--- src/rtl/rotor_stepper.sv ---
// ---------------------------------------------------------------------------
// rotor_stepper
//
// Holds the left/middle/right rotor positions of an Enigma-style machine and
// advances them once per accepted keypress. It follows the historical stepping
// rule, including the middle-rotor double-step. The stepped positions are
// presented to the downstream encode stages through a valid/ready handshake.
// They stay frozen until the encode path takes them.
//
// Parameters
//   RESET_POS    position (0..25) loaded into all three rotors on reset
//   DOUBLE_STEP  1 = middle rotor also steps when it sits on its own notch
//                0 = plain odometer carry
//
// Ports
//   clk                  system clock, rising edge
//   reset                synchronous, active-high
//   load                 load start positions from load_* (accepted in IDLE only)
//   load_left/middle/right  start positions; values 26..31 are folded to 0..5
//   type_left/middle/right  rotor type 0..7 = I..VIII
//   key_valid/key_ready  keypress handshake
//   pos_valid/pos_ready  stepped-position handshake towards the encode path
//   rotor_left/middle/right current positions, always 0..25
//   key_count            (KEY_COUNT_EN only) accepted keypresses, wraps at 16 bits
//
// Build option
//   KEY_COUNT_EN  when defined, adds the key_count output and its counter.
//
// FSM states
//   state   | meaning
//   --------+---------------------------------------------------------------
//   IDLE    | waiting for a keypress; load is accepted here
//   STEP    | one cycle: register the stepped positions
//   HOLD    | positions valid and frozen until pos_ready
// ---------------------------------------------------------------------------
module rotor_stepper #(
    parameter int unsigned RESET_POS   = 0,
    parameter bit          DOUBLE_STEP = 1'b1
) (
    input  logic        clk,
    input  logic        reset,
    input  logic        load,
    input  logic [4:0]  load_left,
    input  logic [4:0]  load_middle,
    input  logic [4:0]  load_right,
    input  logic [2:0]  type_left,
    input  logic [2:0]  type_middle,
    input  logic [2:0]  type_right,
    input  logic        key_valid,
    output logic        key_ready,
    output logic        pos_valid,
    input  logic        pos_ready,
    output logic [4:0]  rotor_left,
    output logic [4:0]  rotor_middle,
    output logic [4:0]  rotor_right
`ifdef KEY_COUNT_EN
    ,
    output logic [15:0] key_count
`endif
);

    localparam logic [1:0] ST_IDLE = 2'd0;
    localparam logic [1:0] ST_STEP = 2'd1;
    localparam logic [1:0] ST_HOLD = 2'd2;

    localparam logic [4:0] RESET_POS_5 = 5'(RESET_POS % 26);

    logic [1:0] state;
    logic       key_accept;
    logic       right_notch;
    logic       middle_notch;
    logic       middle_step;
    logic       left_step;

    // The left rotor has nothing further left to carry into, so its type
    // never affects stepping.
    logic       unused_type_left;
    assign unused_type_left = ^type_left;

    // Fold out-of-range load values back into 0..25.
    function automatic logic [4:0] fold26(input logic [4:0] v);
        return (v >= 5'd26) ? (v - 5'd26) : v;
    endfunction

    function automatic logic [4:0] inc26(input logic [4:0] v);
        return (v == 5'd25) ? 5'd0 : (v + 5'd1);
    endfunction

    // Notch position per rotor type. VI..VIII carry at both Z and M.
    function automatic logic on_notch(input logic [2:0] rotor_type,
                                      input logic [4:0] pos);
        logic hit;
        case (rotor_type)
            3'd0:    hit = (pos == 5'd16);
            3'd1:    hit = (pos == 5'd4);
            3'd2:    hit = (pos == 5'd21);
            3'd3:    hit = (pos == 5'd9);
            3'd4:    hit = (pos == 5'd25);
            default: hit = (pos == 5'd25) || (pos == 5'd12);
        endcase
        return hit;
    endfunction

    assign key_ready  = (state == ST_IDLE) & ~load;
    assign pos_valid  = (state == ST_HOLD);
    assign key_accept = key_valid & key_ready;

    // All notch tests look at the pre-step positions. The left rotor moves only
    // when the middle rotor moves off its own notch. With the double-step
    // enabled that is every time the middle rotor sits on its notch. As a
    // plain odometer it happens only when the carry from the right arrives
    // there.
    assign right_notch  = on_notch(type_right, rotor_right);
    assign middle_notch = on_notch(type_middle, rotor_middle);
    assign middle_step  = right_notch | (DOUBLE_STEP & middle_notch);
    assign left_step    = middle_step & middle_notch;

    always_ff @(posedge clk) begin
        if (reset) begin
            state        <= ST_IDLE;
            rotor_left   <= RESET_POS_5;
            rotor_middle <= RESET_POS_5;
            rotor_right  <= RESET_POS_5;
        end else begin
            case (state)
                ST_IDLE: begin
                    if (load) begin
                        rotor_left   <= fold26(load_left);
                        rotor_middle <= fold26(load_middle);
                        rotor_right  <= fold26(load_right);
                    end else if (key_valid) begin
                        state <= ST_STEP;
                    end
                end
                ST_STEP: begin
                    rotor_right <= inc26(rotor_right);
                    if (middle_step) begin
                        rotor_middle <= inc26(rotor_middle);
                    end
                    if (left_step) begin
                        rotor_left <= inc26(rotor_left);
                    end
                    state <= ST_HOLD;
                end
                ST_HOLD: begin
                    if (pos_ready) begin
                        state <= ST_IDLE;
                    end
                end
                default: begin
                    state <= ST_IDLE;
                end
            endcase
        end
    end

`ifdef KEY_COUNT_EN
    // Counts every accepted keypress. A load leaves it alone; only reset clears it.
    always_ff @(posedge clk) begin
        if (reset) begin
            key_count <= 16'd0;
        end else if (key_accept) begin
            key_count <= key_count + 16'd1;
        end
    end
`else
    logic unused_key_accept;
    assign unused_key_accept = key_accept;
`endif

endmodule

--- config.mk ---
export PLATFORM = sky130hd
export DESIGN_NAME = rotor_stepper
export DESIGN_NICKNAME = d
export VERILOG_FILES = /design/src/rtl/rotor_stepper.sv
export SDC_FILE = /design/constraint.sdc
export NUM_CORES = 1
export LEC_CHECK = 0
export CAP_MARGIN = 20
export CELL_PAD_IN_SITES_DETAIL_PLACEMENT = 0
export CELL_PAD_IN_SITES_GLOBAL_PLACEMENT = 1
export CORE_ASPECT_RATIO = 1.1
export CORE_MARGIN = 8
export CORE_UTILIZATION = 35
export DETAILED_ROUTE_END_ITERATION = 12
export PLACE_DENSITY_LB_ADDON = 0.1
export SLEW_MARGIN = 20
export SYNTH_ARGS = -nofsm -noshare
export SYNTH_HDL_FRONTEND = slang
export SYNTH_SLANG_ARGS = --single-unit
--- constraint.sdc ---
create_clock -name clk -period 2 [get_ports clk]
set_clock_uncertainty 0.15 [all_clocks]
set_input_delay 0.6 -clock clk [delete_from_list [all_inputs] [get_ports clk]]
set_output_delay 0.6 -clock clk [all_outputs]
set_load 0.01 [all_outputs]
==> results by group, run 1 <==
Yosys
  • Post-Synth Simple-Gate Area: 30.7%
  • Post-Syn Area: 0.00168 sq mm
  • YS warnings: 0
  • Async SR Flop Fraction: 0%
  • Post-synth EDFFs: 0
  • Largest family of logic cells by synthesized area: compound AO/OA/AOI/OAI gates
  • Proportion of synthesized area in mux cells: about 1.8%
  • Syn_nets: 257
  • Primary FF master, synth: dfxtp_1
  • Post-synth top cells: o21ai_0, dfxtp_1, nand2_1, inv_1, nor2_1
  • Synth area leaders: dfxtp_1, ha_1, o21ai_0
  • Syn Area/Cell: roughly 7.7 sq um
  • Count leader, synth: o21ai_0
  • Yosys cell types: 58
  • Flops & latches, synth: 17
  • Top-area cell type share of the netlist area: approximately 20%
  • Synth Area in XOR/XNOR: 0.522%
  • Synthesized instance count: 217
  • Sequential cell area fraction in the yosys report: 20.3%
  • Adder-cell share of the synthesized area: 8.20%
  • Compound-cell area share of the yosys netlist: between 30% and 40%
  • Top cell type by total area after synthesis: dfxtp_1

Floorplanning
  • Die Span X: 82.0 um
  • # rows: 26
  • Initial Util: 36.3%
  • Full die area: between 0.007 and 0.008 sq mm
  • Height of the chip: 88.6 um
  • Core Region: about 0.0046 sq mm
  • Ports: 46

Job
  • Total of max-cap violations: 0

Cells and area
  • Reg area: 359 sq um
  • Area Growth Syn to Fin: 60.1%
  • Layout cell share with drive strength beyond 1: 33.8%
  • Multi-input combinational cell area: ~0.0013 sq mm
  • Antenna Cells: 0
  • Final non-filler cell total: 364
  • Nets@finish: between 300 and 400
  • # fillers: 458
  • Final Instance Area: 0.00269 sq mm

Timing
  • Worst Max-Slew Pin Slew: 0.386 ns
  • Worst Hold Margin: 0.388 ns
  • Fmax: 511 MHz
  • Final hold violation count: 0
  • Setup Viol. Count Final: 0
  • RSZ-0062 raised after global routing: true
  • Post-route minimum period: 1.96 ns
  • Final worst path period share: between 90% and 100%
  • Worst setup margin: ~0.042 ns
  • Max-slew headroom: 74.3%
  • Final Slew Violations: 0

Worst setup path
  • Critical Path Max Stage Delay: 0.56 ns
  • CP max FO: 6
  • Critical Path RT: 1.25 ns
  • CP Class: flip-flop to output pin
  • Crit-path leading delay family: buffers and inverters
  • Crit path cell chain: clkdlybuf4s50_1
  • Worst r2r path cells: 7
  • WP buf/inv: 1
  • Worst path arrival time: ~1.2 ns
  • CP Capture Type: output pin
  • Worst path slowest cell: clkdlybuf4s50_1
  • Critical Path Source Type: flip-flop
  • Crit. path cell count: 1

Place
  • Placement Setup Slack: -0.543 ns
  • Placed inst area: around 0.0025 sq mm
  • Inst Count DP: approximately 350
  • Gpl congestion: 0.824
  • Placed wire-length estimate: 4140 um
  • Port Buffers: 42

Worst hold path
  • HP Class: flip-flop to flip-flop
  • Hold depth: 2

Global routing
  • Pin count of the biggest net entering global routing: 12
  • Total GRT Usage: 15.0%
  • Grt ovf: 0
  • Vias in the first global route: 1992
  • Global-route wire length before repair: between 8000 and 9000 um
  • Initial antenna violation count: 0

Detailed routing
  • Drt first pass iters: 4
  • Drt wl/cell: 14.7 um
  • Detailed-route via count: 1937
  • Antenna Nets Post-Route: 0
  • WL final: between 5000 and 6000 um
  • Vias per cell: roughly 5.3
  • DRC violations left: 0
  • Initial DRC count: 63

Clock network
  • Sink Count: 17
  • Clock slew at reported path FFs: 0.07 ns
  • Htree depth: 1
  • CTS Buffer Depth: 2
  • CTS buffer count: 3
  • CTS Hold Bufs: 0
  • Clock root buffer: clkbuf_8
  • Worst-Skew Late Latency: approximately 0.26 ns
  • CTS tree: built

Power
  • Pleak: 1.25 nW
  • PwrDens: around 440 mW/mm^2
  • Final Power: 1.18 mW
  • Max rail drop VDD: 240 uV

Outcome
  • Status: finished clean
final timing paths:
| check | slack [ns] | from | end |
|---|---|---|---|
| setup / recovery | 0.04 | rotor_right[3] | rotor_right[3] |
| hold / removal | 0.39 | rotor_middle[2] | rotor_middle[2] |
| setup reg to reg | 0.08 | rotor_middle[0] | rotor_middle[3] |
| hold reg to reg | 0.39 | rotor_middle[2] | rotor_middle[2] |
cells by family (layout without fill, tap and decap cells):
family,count (synthesis),count (layout)
AO/OA/AOI/OAI,71,71
XOR/XNOR,1,1
adder cells (fa/ha/maj),11,11
buffers and inverters,27,118
flip-flops,17,17
multiplexers,3,3
AND/OR/NAND/NOR,87,87
flip-flops by register name, summed over array words and instances (netlist names):
register and count:
state 2, rotor_left 5, rotor_middle 5, rotor_right 5
per-layer routing:
layer | vias up | track usage [%] | routed length, um
li1 | 1004 | - | -
met4 | 0 | 4.31 | 60
met2 | 21 | 28.0 | 2770
met3 | 5 | 2.24 | 162
met1 | 907 | 16.9 | 2370
met5 | - | 0 | 0
power by group:
| part | leakage (nW) | internal [mW] | total (mW) | switching (mW) |
|---|---|---|---|---|
| Combinational | 1.08 | 0.270 | 0.502 | 0.233 |
| Sequential | 0.144 | 0.369 | 0.404 | 0.0352 |
| Clock | 0.0228 | 0.142 | 0.272 | 0.130 |
timing repair:
item | in CTS | in global routing
pin swaps | 19 | 12
setup buffers | 1 | 8
gates resized for setup | 47 | 28
endpoints found under the setup margin | 25 | 13
area by class of cell:
cell class / count / share of cell area, %
Inverter: 15 / 2.09
Clock buffer: 4 / 1.68
Tap cell: 56 / 2.61
Timing Repair Buffer: 99 / 30.7
Multi-Input combinational cell: 173 / 49.6
Sequential cell: 17 / 13.4
worst reg2reg max path, cell delays in order (launching register included):
cell,delay [ns]
dfxtp_2,0.34
inv_1,0.07
ha_1,0.14
nand3b_1,0.14
a211oi_4,0.38
o21a_4,0.24
a2bb2oi_4,0.10
o32ai_1,0.27
metrics by stage:
stage          setup TNS, ns  utilization [%]
5_1_grt                    0             58.2
2_1_floorplan              0                -
3_3_place_gp           -6.72             53.3
4_1_cts            -0.000888             55.4
6_report                   0             58.2
3_5_place_dp           -7.05             53.3
layout by cell type, fill, tap and decap left out, drive strengths merged, types with 3 or more instances in the layout:
cell and n:
clkbuf 6, a21oi 10, a211oi 3, dlymetal6s2s 4, mux2i 3, buf 59, o211ai 4, nand3 8
and3b 3, o21ai 23, inv 15, dlygate4sd2 14, nand2b 5, nor2 14, and3 8, o211a 4
a31oi 3, nor3 10, dfxtp 17, nand3b 3, clkdlybuf4s50 20, nand2 16, nand4b 6, ha 11
No activity file was read; power rests on OpenSTA's default activity.
==> run 2: changes to the inputs <==
- CTS_CLUSTER_SIZE: not set -> 28
- GPL_TIMING_DRIVEN: not set -> 0
- SLEW_MARGIN: 20 -> 5
==> run 2 against run 1 <==
Effect of this change:
- routed wire length is 6.4% lower
- total power is 6.2% lower
- cell count is 9.3% lower
- hold slack worse by 0.031 ns
- die area stayed put
- critical path type unchanged
- clock-buffer cell count stayed put
- register-to-register slack worse by 0.03 ns
==> results by group, run 2 (same netlist as run 1, synthesis figures left out) <==
Outcome
  • Status: finished clean (unchanged)

Place
  • Gpl congestion: 0.807 (was 0.824)
  • Placed inst area: 0.00217 sq mm (was 0.00246 sq mm)
  • Placement Setup Slack: -0.735 ns (was -0.543 ns)
  • Inst Count DP: 315 (was 351)
  • Placed wire-length estimate: 3840 um (was 4140 um)
  • Port Buffers: 42 (unchanged)

Clock network
  • CTS buffer count: 3 (unchanged)
  • CTS tree: built (unchanged)
  • Clock slew at reported path FFs: 0.07 ns (about the same)
  • Clock root buffer: clkbuf_8 (unchanged)
  • CTS Buffer Depth: 2 (unchanged)
  • CTS Hold Bufs: 0 (unchanged)
  • Worst-Skew Late Latency: 0.25 ns (was 0.26 ns)
  • Htree depth: 1 (unchanged)
  • Sink Count: 17 (unchanged)

Job
  • Total of max-cap violations: 0 (unchanged)

Worst setup path
  • Crit-path leading delay family: buffers and inverters (unchanged)
  • Critical Path RT: 1.25 ns (about the same)
  • Worst path slowest cell: clkdlybuf4s50_1 (unchanged)
  • CP max FO: 10 (was 6)
  • Crit path cell chain: clkdlybuf4s50_1 (unchanged)
  • CP Capture Type: output pin (unchanged)
  • Critical Path Source Type: flip-flop (unchanged)
  • CP Class: flip-flop to output pin (unchanged)
  • Critical Path Max Stage Delay: 0.55 ns (was 0.56 ns)
  • WP buf/inv: 1 (unchanged)
  • Worst path arrival time: 1.20 ns (was 1.21 ns)

Cells and area
  • Final non-filler cell total: 330 (was 364)
  • Antenna Cells: 0 (unchanged)
  • Area Growth Syn to Fin: 44.3% (was 60.1%)
  • Most frequent cells in the layout: clkdlybuf4s50_1, o21ai_0, nand2_1 (was buf_4, clkdlybuf4s50_1, o21ai_0)
  • Nets@finish: 315 (was 349)
  • # fillers: 473 (was 458)
  • Final Instance Area: 0.00242 sq mm (was 0.00269 sq mm)
  • Biggest regs: rotor_left (5), rotor_middle (5), rotor_right (5) (unchanged)
  • Layout cell share with drive strength beyond 1: 24.5% (was 33.8%)
  • Commonest non-fill, non-tap cell in the layout: clkdlybuf4s50_1 (was buf_4)

Detailed routing
  • WL final: 5020 um (was 5370 um)
  • Detailed-route via count: 1803 (was 1937)
  • Drt wl/cell: 15.2 um (was 14.7 um)
  • Initial DRC count: 50 (was 63)
  • DRC violations left: 0 (unchanged)
  • Drt first pass iters: 4 (unchanged)
  • Vias per cell: 5.46 (was 5.32)
  • Antenna Nets Post-Route: 0 (unchanged)

Global routing
  • Pin count of the biggest net entering global routing: 11 (was 12)
  • Total GRT Usage: 13.9% (was 15.0%)
  • Initial antenna violation count: 0 (unchanged)
  • Grt ovf: 0 (unchanged)
  • Global-route wire length before repair: 8250 um (was 8870 um)
  • Vias in the first global route: 1793 (was 1992)

Worst hold path
  • HP Class: flip-flop to flip-flop (unchanged)

Power
  • PwrDens: 456 mW/mm^2 (was 438 mW/mm^2)
  • Net switching power figure: 0.370 mW (was 0.398 mW)
  • P_int: 0.735 mW (was 0.781 mW)
  • Sequential power share: 37.6% (was 34.3%)
  • Switching portion of total power: 33.5% (was 33.8%)
  • Combinational share of power: 38.8% (was 42.6%)
  • Max rail drop VDD: 241 uV (was 240 uV)
  • Pleak: 1.04 nW (was 1.25 nW)
  • Final Power: 1.11 mW (was 1.18 mW)
  • Clock Power Share: 23.5% (was 23.1%)

Timing
  • Final hold violation count: 0 (unchanged)
  • Worst Max-Slew Pin Slew: 0.507 ns (was 0.386 ns)
  • RSZ-0062 raised after global routing: true (unchanged)
  • Setup Viol. Count Final: 0 (unchanged)
  • Worst Hold Margin: 0.358 ns (was 0.388 ns)
  • Max-slew headroom: 66.2% (was 74.3%)
  • Final worst path period share: 97.7% (was 97.9%)
  • Final Slew Violations: 0 (unchanged)
  • Fmax: 512 MHz (was 511 MHz)
  • Post-route minimum period: 1.95 ns (was 1.96 ns)
  • Worst setup margin: 0.0450 ns (was 0.0421 ns)

Floorplanning
  • Core Region: 0.00462 sq mm (unchanged)
  • Ports: 46 (unchanged)
  • # rows: 26 (unchanged)
  • Initial Util: 36.3% (unchanged)
  • Height of the chip: 88.6 um (unchanged)
  • Die Span X: 82.0 um (unchanged)
  • Full die area: 0.00727 sq mm (unchanged)
[run 2: per-stage QoR]
| step | utilization [%] | setup TNS [ns] |
|---|---|---|
| after floorplan | - | 0 |
| after global placement | 47.0 | -8.27 |
| after detailed placement | 47.0 | -8.40 |
| after CTS | 50.7 | -0.0966 |
| after global routing | 52.5 | -0.227 |
| final | 52.5 | 0 |
[run 2: power by group through the flow]
stage	registers (mW)	logic, mW	clock network [mW]
2_1_floorplan	0.419	0.211	0
3_3_place_gp	0.416	0.396	0
3_5_place_dp	0.417	0.392	0
4_1_cts	0.412	0.416	0.271
5_1_grt	0.421	0.471	0.288
6_report	0.416	0.429	0.260
[run 2: metal layers]
metal,up-vias,wire length [um],track usage (%)
li1,931,-,-
met1,852,2260,16.8
met2,18,2570,24.9
met3,2,160,2.24
met4,0,29,2.88
met5,-,0,0
[run 2: area by class of cell]
type / instances / area, sq um / area share (%)
multi-input cells: 173 / 1320 / 54.3
repair buffers: 53 / 484 / 20.0
flip-flops and latches: 17 / 362 / 14.9
plain buffers: 12 / 88.8 / 3.67
well taps: 56 / 70.1 / 2.89
inverters: 15 / 58.8 / 2.43
clock buffers: 4 / 45.0 / 1.86
[run 2: worst paths after layout]
| path | slack [ns] | endpoint | from | cells past startpoint |
|---|---|---|---|---|
| min | 0.36 | rotor_middle[1] | rotor_middle[1] | 2 |
| max | 0.05 | rotor_middle[0] | rotor_middle[0] | 1 |
| min reg2reg | 0.36 | rotor_middle[1] | rotor_middle[1] | 2 |
| max reg2reg | 0.05 | rotor_left[2] | rotor_middle[2] | 7 |
[run 2: what timing repair did]
item	CTS	global route
pin swaps	11	11
buffers inserted	8	3
setup endpoints to repair	23	15
gates resized for setup	56	25
[run 2: tightest hold or removal path, stage by stage, from the launching register on]
cell	delay, ns
dfxtp_2	0.35
nand2_1	0.06
mux2i_1	0.05
